--- src/rtl/decode_issue_ctrl_if.sv ---
// Fetch-side, execute-hazard and issue-side signals of the decode issue queue.
interface decode_issue_ctrl_if;
    logic        in_valid;
    logic        in_ready;
    logic [31:0] in_instr;
    logic [63:0] in_pc;
    logic        ex_valid;
    logic        ex_is_load;
    logic [4:0]  ex_rd;
    logic        out_valid;
    logic        out_ready;
    logic [31:0] out_instr;
    logic [63:0] out_pc;

    modport slave (
        input  in_valid, in_instr, in_pc, ex_valid, ex_is_load, ex_rd, out_ready,
        output in_ready, out_valid, out_instr, out_pc
    );
    modport master (
        output in_valid, in_instr, in_pc, ex_valid, ex_is_load, ex_rd, out_ready,
        input  in_ready, out_valid, out_instr, out_pc
    );
endinterface

--- src/rtl/decode_issue_ctrl.sv ---
// Decode-stage instruction queue: circular buffer feeding the decoder, with
// load-use hazard hold, flush discard and a saturating hazard-stall counter.
module decode_issue_ctrl #(
    parameter  int DEPTH = 4,
    localparam int CNT_W = $clog2(DEPTH + 1)
) (
    input  logic                 clk,
    input  logic                 reset,
    input  logic                 flush,
    decode_issue_ctrl_if.slave   bus,
    output logic [CNT_W-1:0]     occupancy,
    output logic [63:0]          stall_cnt
);
    localparam int PTR_W = $clog2(DEPTH);

    typedef struct packed {
        logic [31:0] instr;
        logic [63:0] pc;
    } entry_t;

    entry_t           mem [DEPTH];
    logic [PTR_W-1:0] wr_ptr, rd_ptr;
    entry_t           head;
    logic             not_empty, hazard, uses_rs1, uses_rs2, push, pop;
    logic [6:0]       opcode;

    assign not_empty = (occupancy != '0);
    assign head      = mem[rd_ptr];
    assign opcode    = head.instr[6:0];

    always_comb begin
        uses_rs1 = 1'b1;
        uses_rs2 = 1'b0;
        case (opcode)
            7'b0110111, 7'b0010111, 7'b1101111: uses_rs1 = 1'b0;
            default: ;
        endcase
        case (opcode)
            7'b0110011, 7'b0111011, 7'b0100011, 7'b1100011: uses_rs2 = 1'b1;
            default: ;
        endcase
    end

    // Hazard is evaluated on whatever sits at the head, valid or not; gated below.
    assign hazard = bus.ex_valid && bus.ex_is_load && (bus.ex_rd != 5'd0) &&
                    ((uses_rs1 && head.instr[19:15] == bus.ex_rd) ||
                     (uses_rs2 && head.instr[24:20] == bus.ex_rd));

    assign bus.in_ready  = !flush && (occupancy < CNT_W'(DEPTH));
    assign bus.out_valid = !flush && not_empty && !hazard;
    assign bus.out_instr = not_empty ? head.instr : 32'd0;
    assign bus.out_pc    = not_empty ? head.pc    : 64'd0;

    assign push = bus.in_valid  && bus.in_ready;
    assign pop  = bus.out_valid && bus.out_ready;

    always_ff @(posedge clk) begin
        if (push)
            mem[wr_ptr] <= '{instr: bus.in_instr, pc: bus.in_pc};
    end

    always_ff @(posedge clk) begin
        if (reset) begin
            wr_ptr    <= '0;
            rd_ptr    <= '0;
            occupancy <= '0;
            stall_cnt <= '0;
        end else begin
            if (not_empty && hazard && !flush && stall_cnt != '1)
                stall_cnt <= stall_cnt + 64'd1;
            if (flush) begin
                wr_ptr    <= '0;
                rd_ptr    <= '0;
                occupancy <= '0;
            end else begin
                if (push) wr_ptr <= wr_ptr + PTR_W'(1);
                if (pop)  rd_ptr <= rd_ptr + PTR_W'(1);
                case ({push, pop})
                    2'b10:   occupancy <= occupancy + CNT_W'(1);
                    2'b01:   occupancy <= occupancy - CNT_W'(1);
                    default: ;
                endcase
            end
        end
    end
endmodule

--- src/flat_wrapper.sv ---
// flat-port wrapper written by rule: the top's interface ports become plain ports
module decode_issue_ctrl_flat 
#(
    parameter  int DEPTH = 4,
    localparam int CNT_W = $clog2(DEPTH + 1)
)
  (clk, reset, flush, occupancy, stall_cnt, bus_in_valid, bus_in_instr, bus_in_pc, bus_ex_valid, bus_ex_is_load, bus_ex_rd, bus_out_ready, bus_in_ready, bus_out_valid, bus_out_instr, bus_out_pc);
  decode_issue_ctrl_if bus_i ();
  input  logic clk;
  input  logic reset;
  input  logic flush;
  output logic [CNT_W-1:0] occupancy;
  output logic [63:0] stall_cnt;
  input wire logic [$bits(bus_i.in_valid)-1:0] bus_in_valid;
  input wire logic [$bits(bus_i.in_instr)-1:0] bus_in_instr;
  input wire logic [$bits(bus_i.in_pc)-1:0] bus_in_pc;
  input wire logic [$bits(bus_i.ex_valid)-1:0] bus_ex_valid;
  input wire logic [$bits(bus_i.ex_is_load)-1:0] bus_ex_is_load;
  input wire logic [$bits(bus_i.ex_rd)-1:0] bus_ex_rd;
  input wire logic [$bits(bus_i.out_ready)-1:0] bus_out_ready;
  output wire logic [$bits(bus_i.in_ready)-1:0] bus_in_ready;
  output wire logic [$bits(bus_i.out_valid)-1:0] bus_out_valid;
  output wire logic [$bits(bus_i.out_instr)-1:0] bus_out_instr;
  output wire logic [$bits(bus_i.out_pc)-1:0] bus_out_pc;
  assign bus_i.in_valid = bus_in_valid;
  assign bus_i.in_instr = bus_in_instr;
  assign bus_i.in_pc = bus_in_pc;
  assign bus_i.ex_valid = bus_ex_valid;
  assign bus_i.ex_is_load = bus_ex_is_load;
  assign bus_i.ex_rd = bus_ex_rd;
  assign bus_i.out_ready = bus_out_ready;
  assign bus_in_ready = bus_i.in_ready;
  assign bus_out_valid = bus_i.out_valid;
  assign bus_out_instr = bus_i.out_instr;
  assign bus_out_pc = bus_i.out_pc;
  decode_issue_ctrl #(.DEPTH(DEPTH)) u_core (.clk(clk), .reset(reset), .flush(flush), .bus(bus_i), .occupancy(occupancy), .stall_cnt(stall_cnt));
endmodule
--- config.mk ---
export PLATFORM = sky130hd
export DESIGN_NAME = decode_issue_ctrl_flat
export DESIGN_NICKNAME = d
export VERILOG_FILES = /design/src/rtl/decode_issue_ctrl_if.sv /design/src/rtl/decode_issue_ctrl.sv /design/src/flat_wrapper.sv
export SDC_FILE = /design/constraint.sdc
export NUM_CORES = 1
export LEC_CHECK = 0
export BUFFER_PORTS_ARGS = -buffer_cell sky130_fd_sc_hd__buf_2
export CAP_MARGIN = 20
export CORE_MARGIN = 5
export CORE_UTILIZATION = 51
export DETAILED_ROUTE_END_ITERATION = 10
export PLACE_DENSITY = 0.75
export SLEW_MARGIN = 20
export SYNTH_ARGS = -nofsm -noshare
export SYNTH_HDL_FRONTEND = slang
export SYNTH_SLANG_ARGS = --single-unit
--- constraint.sdc ---
create_clock -name clk -period 3.8 [get_ports clk]
set_clock_uncertainty 0.1 [all_clocks]
set_input_delay 0.76 -clock clk [delete_from_list [all_inputs] [get_ports clk]]
set_output_delay 0.76 -clock clk [all_outputs]
set_load 0.03 [all_outputs]
==> results.yml, run 1 <==
outcome:
  status: "finished, final reports clean"
route:
  dr_wl_met3_um: 3481
  routed.top_layer: "met5"
  drt_pass1_iterations: 5
  routedLengthMet1_um: 16010
  num_vias: 10750
  met2_length_um: 20380
  ant_nets: 0
  drc: 0
  wl_per_cell_um: 21.49
  vias_per_cell: 5.660
  dr.first_iter.drc_count: 648
  finalWirelength_um: 40810
synth:
  synth_edf_count: 384
  netlist_top_cells_area: "edfxtp_1 63%, mux4_2 12%, dfxtp_1 8.0%"
  yosysSeqAreaShare_pct: 71.01
  postSynthCellCount: 1081
  synthDistinctLibCells: 42
  syn_area_per_cell_um2: 16.93
  ys.flop_type: "edfxtp_1"
  ys_seq_elements: 457
  synth_warnings: 0
  netlist.area_leader.share_pct: 63.02
  syn-num-nets: 1196
  synthArstFlopShare_pct: 0
  synth_area_um2: 18300
  yosysTopAreaCell: "edfxtp_1"
pwr:
  p_seq_share_pct: 53.3
  leakagePower_uw: 0.007788
  clkPwrFrac_pct: 42.5
  powerDensity_nw_per_um2: 467.5
  ir_drop_v: 0.0004385
  combPwrFrac_pct: 4.2
  netSwitchingFraction_pct: 20.87
  internal_power_uw: 8177
  switchingPower_uw: 2156
place:
  io_buffers: 272
  dp_hpwl_um: 26140
  gp_congestion: 0.8228
flow_run:
  max-cap-violations: 0
timing:
  hold_violations: 0
  rsz0062_at_grt: "yes"
  min_period_ps: 3725
  min_period_over_period_pct: 98.03
  tightest_slew_ps: 981.5
  finalSetupViolCount: 0
  finalSetupTns_ps: 0
  relSlewSlack_pct: 34.21
  drv_slew: 0
  fmax_mhz: 268.5
worst_setup_path:
  reg2regPathDepth: 14
  setup.worst_path.end_class: "output pin"
  worstSetupStartpointType: "flip-flop"
  cp_max_fo: 8
  crit_required_ps: 2940
  cp.arrival_ps: 2860
  crit_type: "reg -> out"
die:
  fp.dieW_um: 199.4
  die_y_um: 199.4
  coreArea_um2: 35480
  ios: 273
  die_area_um2: 39760
  num_rows: 69
  start_util_pct: 51.56
finish:
  finish.utilization_pct: 62.29
  final_common_cell: "edfxtp_1"
  drive_gt1_share_pct: 36.00
  fin_nets: 1513
  syn_to_final_growth_pct: 20.80
  final_cell_mix: "384 x edfxtp_1, 271 x buf_2, 112 x nor2b_1"
global_routing:
  antenna_found_initial: 10
  grt_pass1_vias: 10860
  grt_pass1_wl_um: 62090
  grt_overflow: 0
  track_usage_pct: 20.40
  grt_max_degree: 94
clocking:
  clkSinkCount: 457
  cts_buffers: 47
  hold_buffers: 0
  cts.clk_slew.worst_paths_ps: 60
  clockBufferDepth: 3
  h-tree-depth: 2
  insertion_delay_ps: 570
  cts_root_buffer: "clkbuf_16"
  cts_tree: "done"
hold_path:
  hold_class: "in -> reg"
  hold_path_depth: 1
-- state kept, by name, indices dropped and copies added (netlist names), named ones only --
name / count
u_core.mem: 384
u_core.rd_ptr: 2
u_core.wr_ptr: 2
u_core.occupancy: 3
u_core.stall_cnt: 64
-- synthesized netlist by cell type (all sizes together), types with 2 or more instances --
master / number
edfxtp: 384
nor2b: 113
mux4: 96
dfxtp: 73
nor2: 70
nand3: 42
clkbuf: 36
xor2: 33
nand2: 26
a21oi: 20
nand4: 19
and3: 18
buf: 18
or4: 18
inv: 13
mux2: 12
o21ai: 12
o31ai: 11
xnor2: 11
nor3: 10
nor4: 9
or3: 7
and4: 6
ha: 6
nand4b: 3
or2: 3
and2: 2
mux2i: 2
nand3b: 2
-- cell families (layout without fill, tap and decap cells) --
family | after synthesis | count (layout) | share of synthesized area [%]
AO/OA/AOI/OAI | 47 | 47 | 1.580
XOR/XNOR | 44 | 44 | 2.106
adder cells (fa/ha/maj) | 7 | 7 | 0.5197
buffers and inverters | 67 | 422 | 1.498
flip-flops | 457 | 457 | 71.01
multiplexers | 110 | 110 | 12.66
other | 0 | 2 | 0
AND/OR/NAND/NOR | 349 | 349 | 10.62
-- layout make-up --
cell class | instances | area [µm²]
diodes | 2 | 5.005
clock buffers | 52 | 1216
clock inverters | 35 | 281.5
fillers | 2573 | 13380
inverters | 13 | 48.80
multi-input cells | 557 | 5087
flip-flops and latches | 457 | 13000
well taps | 461 | 576.8
repair buffers | 322 | 1887
-- what timing repair did --
action | in CTS | in global routing
resized for setup | 10 | 6
pin swaps | 4 | 3
endpoints found under the setup margin | 38 | 42
buffers inserted | 8 | 5
cloned | 1 | 0
-- path summary, 6_finish.rpt --
path	from	end	slack, ps
setup / recovery	flip-flop	bus_out_valid	80
setup reg to reg	flip-flop	u_core.occupancy[2]	230
hold reg to reg	u_core.stall_cnt[57]	u_core.stall_cnt[57]	410
hold / removal	bus_in_pc[53]	u_core.mem[1][53]	290
-- per-stage QoR --
stage / hold WS (ps) / total power (µW) / worst slack [ps] / std cells / cell area, µm²
3_5_place_dp: 399.7 / 6044 / 71.41 / 1796 / 20400
6_report: 292.6 / 10330 / 75.03 / 1899 / 22100
4_1_cts: 250.5 / 10440 / -33.23 / 1892 / 22040
3_3_place_gp: 380.2 / 6029 / 157.5 / 1796 / 20400
2_1_floorplan: 390.2 / 5846 / 234.4 / 1081 / 18300
5_1_grt: 266.5 / 10720 / -24.24 / 1898 / 22100
-- power groups by stage --
stage	clock network [µW]	logic, µW	registers [µW]
4_1_cts	4500	434	5510
2_1_floorplan	0	229	5620
6_report	4390	432	5510
3_5_place_dp	0	427	5620
5_1_grt	4740	466	5510
3_3_place_gp	0	417	5610
-- per-layer routing --
metal	vias up	GRT usage (%)
met5	-	0
met4	18	5.761
met3	79	5.766
met2	363	33.61
met1	5453	27.00
li1	4836	-
-- worst max-delay path, cell delays in order (launching register included) --
cell,delay (ps)
dfxtp_4,440
buf_6,130
mux4_2,500
xor2_1,160
nor4_1,330
nand3_1,180
o21ai_4,210
buf_12,140
nor3_4,30
buf_6,170
Power figures use the tool's default switching activity.
==> run 2: changes to the inputs <==
--- a/config.mk
+++ b/config.mk
@@ -11,6 +11,7 @@
 export CORE_UTILIZATION = 51
 export DETAILED_ROUTE_END_ITERATION = 10
 export PLACE_DENSITY = 0.75
+export RECOVER_POWER = 25
 export SLEW_MARGIN = 20
 export SYNTH_ARGS = -nofsm -noshare
 export SYNTH_HDL_FRONTEND = slang
==> run 2 against run 1 <==
Against the previous run:
- core utilization decreased by 0.26 points
- final cell count about the same
- clock power about the same
- register-to-register slack is essentially flat
- final area decreased by 0.42%
- power is essentially flat
- first-iteration DRC count increased by 4.2%
- worst hold slack better by 9.4 ps
- sequential cell count did not move
- count of clock-buffer cells in the layout stayed put
- critical endpoint unchanged
- largest power group unchanged
==> results.yml, run 2 (synthesis results as in run 1) <==
clocking:
  h-tree-depth: 2
  cts_tree: "done"
  cts_root_buffer: "clkbuf_16"
  cts.clk_slew.worst_paths_ps: 60
  cts_buffers: 47
  hold_buffers: 0
  insertion_delay_ps: 580
  clockBufferDepth: 3
  clkSinkCount: 457
pwr:
  p_seq_share_pct: 53.4
  combPwrFrac_pct: 4.1
  switchingPower_uw: 2159
  leakagePower_uw: 0.007590
  clkPwrFrac_pct: 42.5
  netSwitchingFraction_pct: 20.91
  internal_power_uw: 8167
  ir_drop_v: 0.0004377
  powerDensity_nw_per_um2: 469.1
finish:
  largest_register_ffs: 384
  syn_to_final_growth_pct: 20.30
  final_common_cell: "edfxtp_1"
  final_cell_mix: "384 x edfxtp_1, 199 x buf_2, 112 x nor2b_1"
  fin_area_um2: 22010
  drive_gt1_share_pct: 30.99
  reg_top3: "u_core.mem: 384 flops, u_core.stall_cnt: 64 flops, u_core.occupancy: 3 flops"
  finish.utilization_pct: 62.03
  regMostFlops: "u_core.mem"
  fin_nets: 1513
timing:
  min_period_ps: 3726
  fmax_mhz: 268.4
  min_period_over_period_pct: 98.05
  relSlewSlack_pct: 34.75
  hold_violations: 0
  finalSetupViolCount: 0
  tightest_slew_ps: 973.5
  rsz0062_at_grt: "yes"
  drv_slew: 0
die:
  die_area_um2: 39760
  coreArea_um2: 35480
  fp.dieW_um: 199.4
  start_util_pct: 51.56
  ios: 273
  num_rows: 69
  die_y_um: 199.4
worst_setup_path:
  rr_endpoint: "u_core.occupancy[2]"
  setup.worst_path.end_class: "output pin"
  reg2regPathDepth: 14
  ff2ff_setup_slack_ps: 230
  worstSetupStartpointType: "flip-flop"
  cp_max_fo: 8
  cp.arrival_ps: 2870
  crit_type: "reg -> out"
  crit_required_ps: 2940
route:
  wl_per_cell_um: 21.56
  drt_pass1_iterations: 7
  dr.first_iter.drc_count: 675
  finalWirelength_um: 40910
  ant_nets: 0
  vias_per_cell: 5.678
  drc: 0
  num_vias: 10780
hold_path:
  hold_path_depth: 1
  hold_class: "in -> reg"
  hold_end: "u_core.mem[1][32]"
  min_from: "bus_in_pc[32]"
global_routing:
  grt_max_degree: 94
  track_usage_pct: 20.40
  grt_overflow: 0
  grt_pass1_vias: 10860
  antenna_found_initial: 6
  grt_pass1_wl_um: 62090
flow_run:
  max-cap-violations: 0
place:
  placed_area_um2: 20400
  dp_hpwl_um: 26140
  gp_congestion: 0.8228
  io_buffers: 272
outcome:
  status: "finished, final reports clean"
run 2: cell types whose count changed in the layout (fill, tap and decap cells not counted), sizes merged:
cell    before  now
buf        321  249
clkbuf      52  124
diode        2    1
run 2: routing by layer:
layer,up-vias,GRT usage [%],wire [µm]
met2,409,33.61,20270
met1,5448,27.00,15930
met3,71,5.766,3805
met4,10,5.761,834
li1,4838,-,-
met5,-,0,69
run 2: repair_timing:
| action | in CTS | in global routing |
|---|---|---|
| buffers inserted | 8 | 5 |
| resized for setup | 10 | 6 |
| setup endpoints to repair | 38 | 42 |
| pin swaps | 4 | 3 |
| cloned | 1 | 0 |
run 2: layout make-up:
type / count / area, µm²
timing repair buffer: 322 / 1797
inverter: 13 / 48.80
fill: 2608 / 13470
antenna: 1 / 2.502
multi-input combinational: 557 / 5087
clock buffer: 52 / 1216
clock inverter: 35 / 281.5
sequential: 457 / 13000
tap: 461 / 576.8
run 2: power by group through the flow:
stage / Clock (µW) / Sequential, µW / Combinational, µW
floorplan: 0 / 5620 / 229
global placement: 0 / 5610 / 417
CTS: 4500 / 5510 / 434
finish: 4390 / 5510 / 422
global route: 4740 / 5510 / 456
detailed placement: 0 / 5620 / 427
run 2: how the worst max path moves through the flow:
stage          depth (start not counted)         start                  end  slack [ps]
2_1_floorplan                          8  bus_ex_rd[1]        bus_out_valid         230
3_5_place_dp                          13  bus_ex_rd[1]  u_core.occupancy[2]          70
3_3_place_gp                          13  bus_ex_rd[1]  u_core.occupancy[2]         160
6_report                               9     flip-flop        bus_out_valid          70
5_1_grt                                9     flip-flop        bus_out_valid         -20
4_1_cts                                9     flip-flop        bus_out_valid         -30
run 2: worst max-delay path: stages (launching register included):
cell,delay [ps]
dfxtp_4,440
buf_6,130
mux4_2,500
xor2_1,160
nor4_1,330
nand3_1,180
o21ai_4,210
buf_12,140
nor3_4,30
buf_6,170
run 2: stage by stage:
stage | cells | hold slack [ps] | power, µW | TNS [ps] | worst slack, ps
floorplan | 1081 | 390.2 | 5846 | 0 | 234.4
global placement | 1796 | 380.2 | 6029 | 0 | 157.5
detailed placement | 1796 | 399.7 | 6044 | 0 | 71.41
CTS | 1892 | 250.5 | 10440 | -33.23 | -33.23
global route | 1898 | 295.2 | 10710 | -24.24 | -24.24
finish | 1898 | 302.0 | 10330 | 0 | 74.14
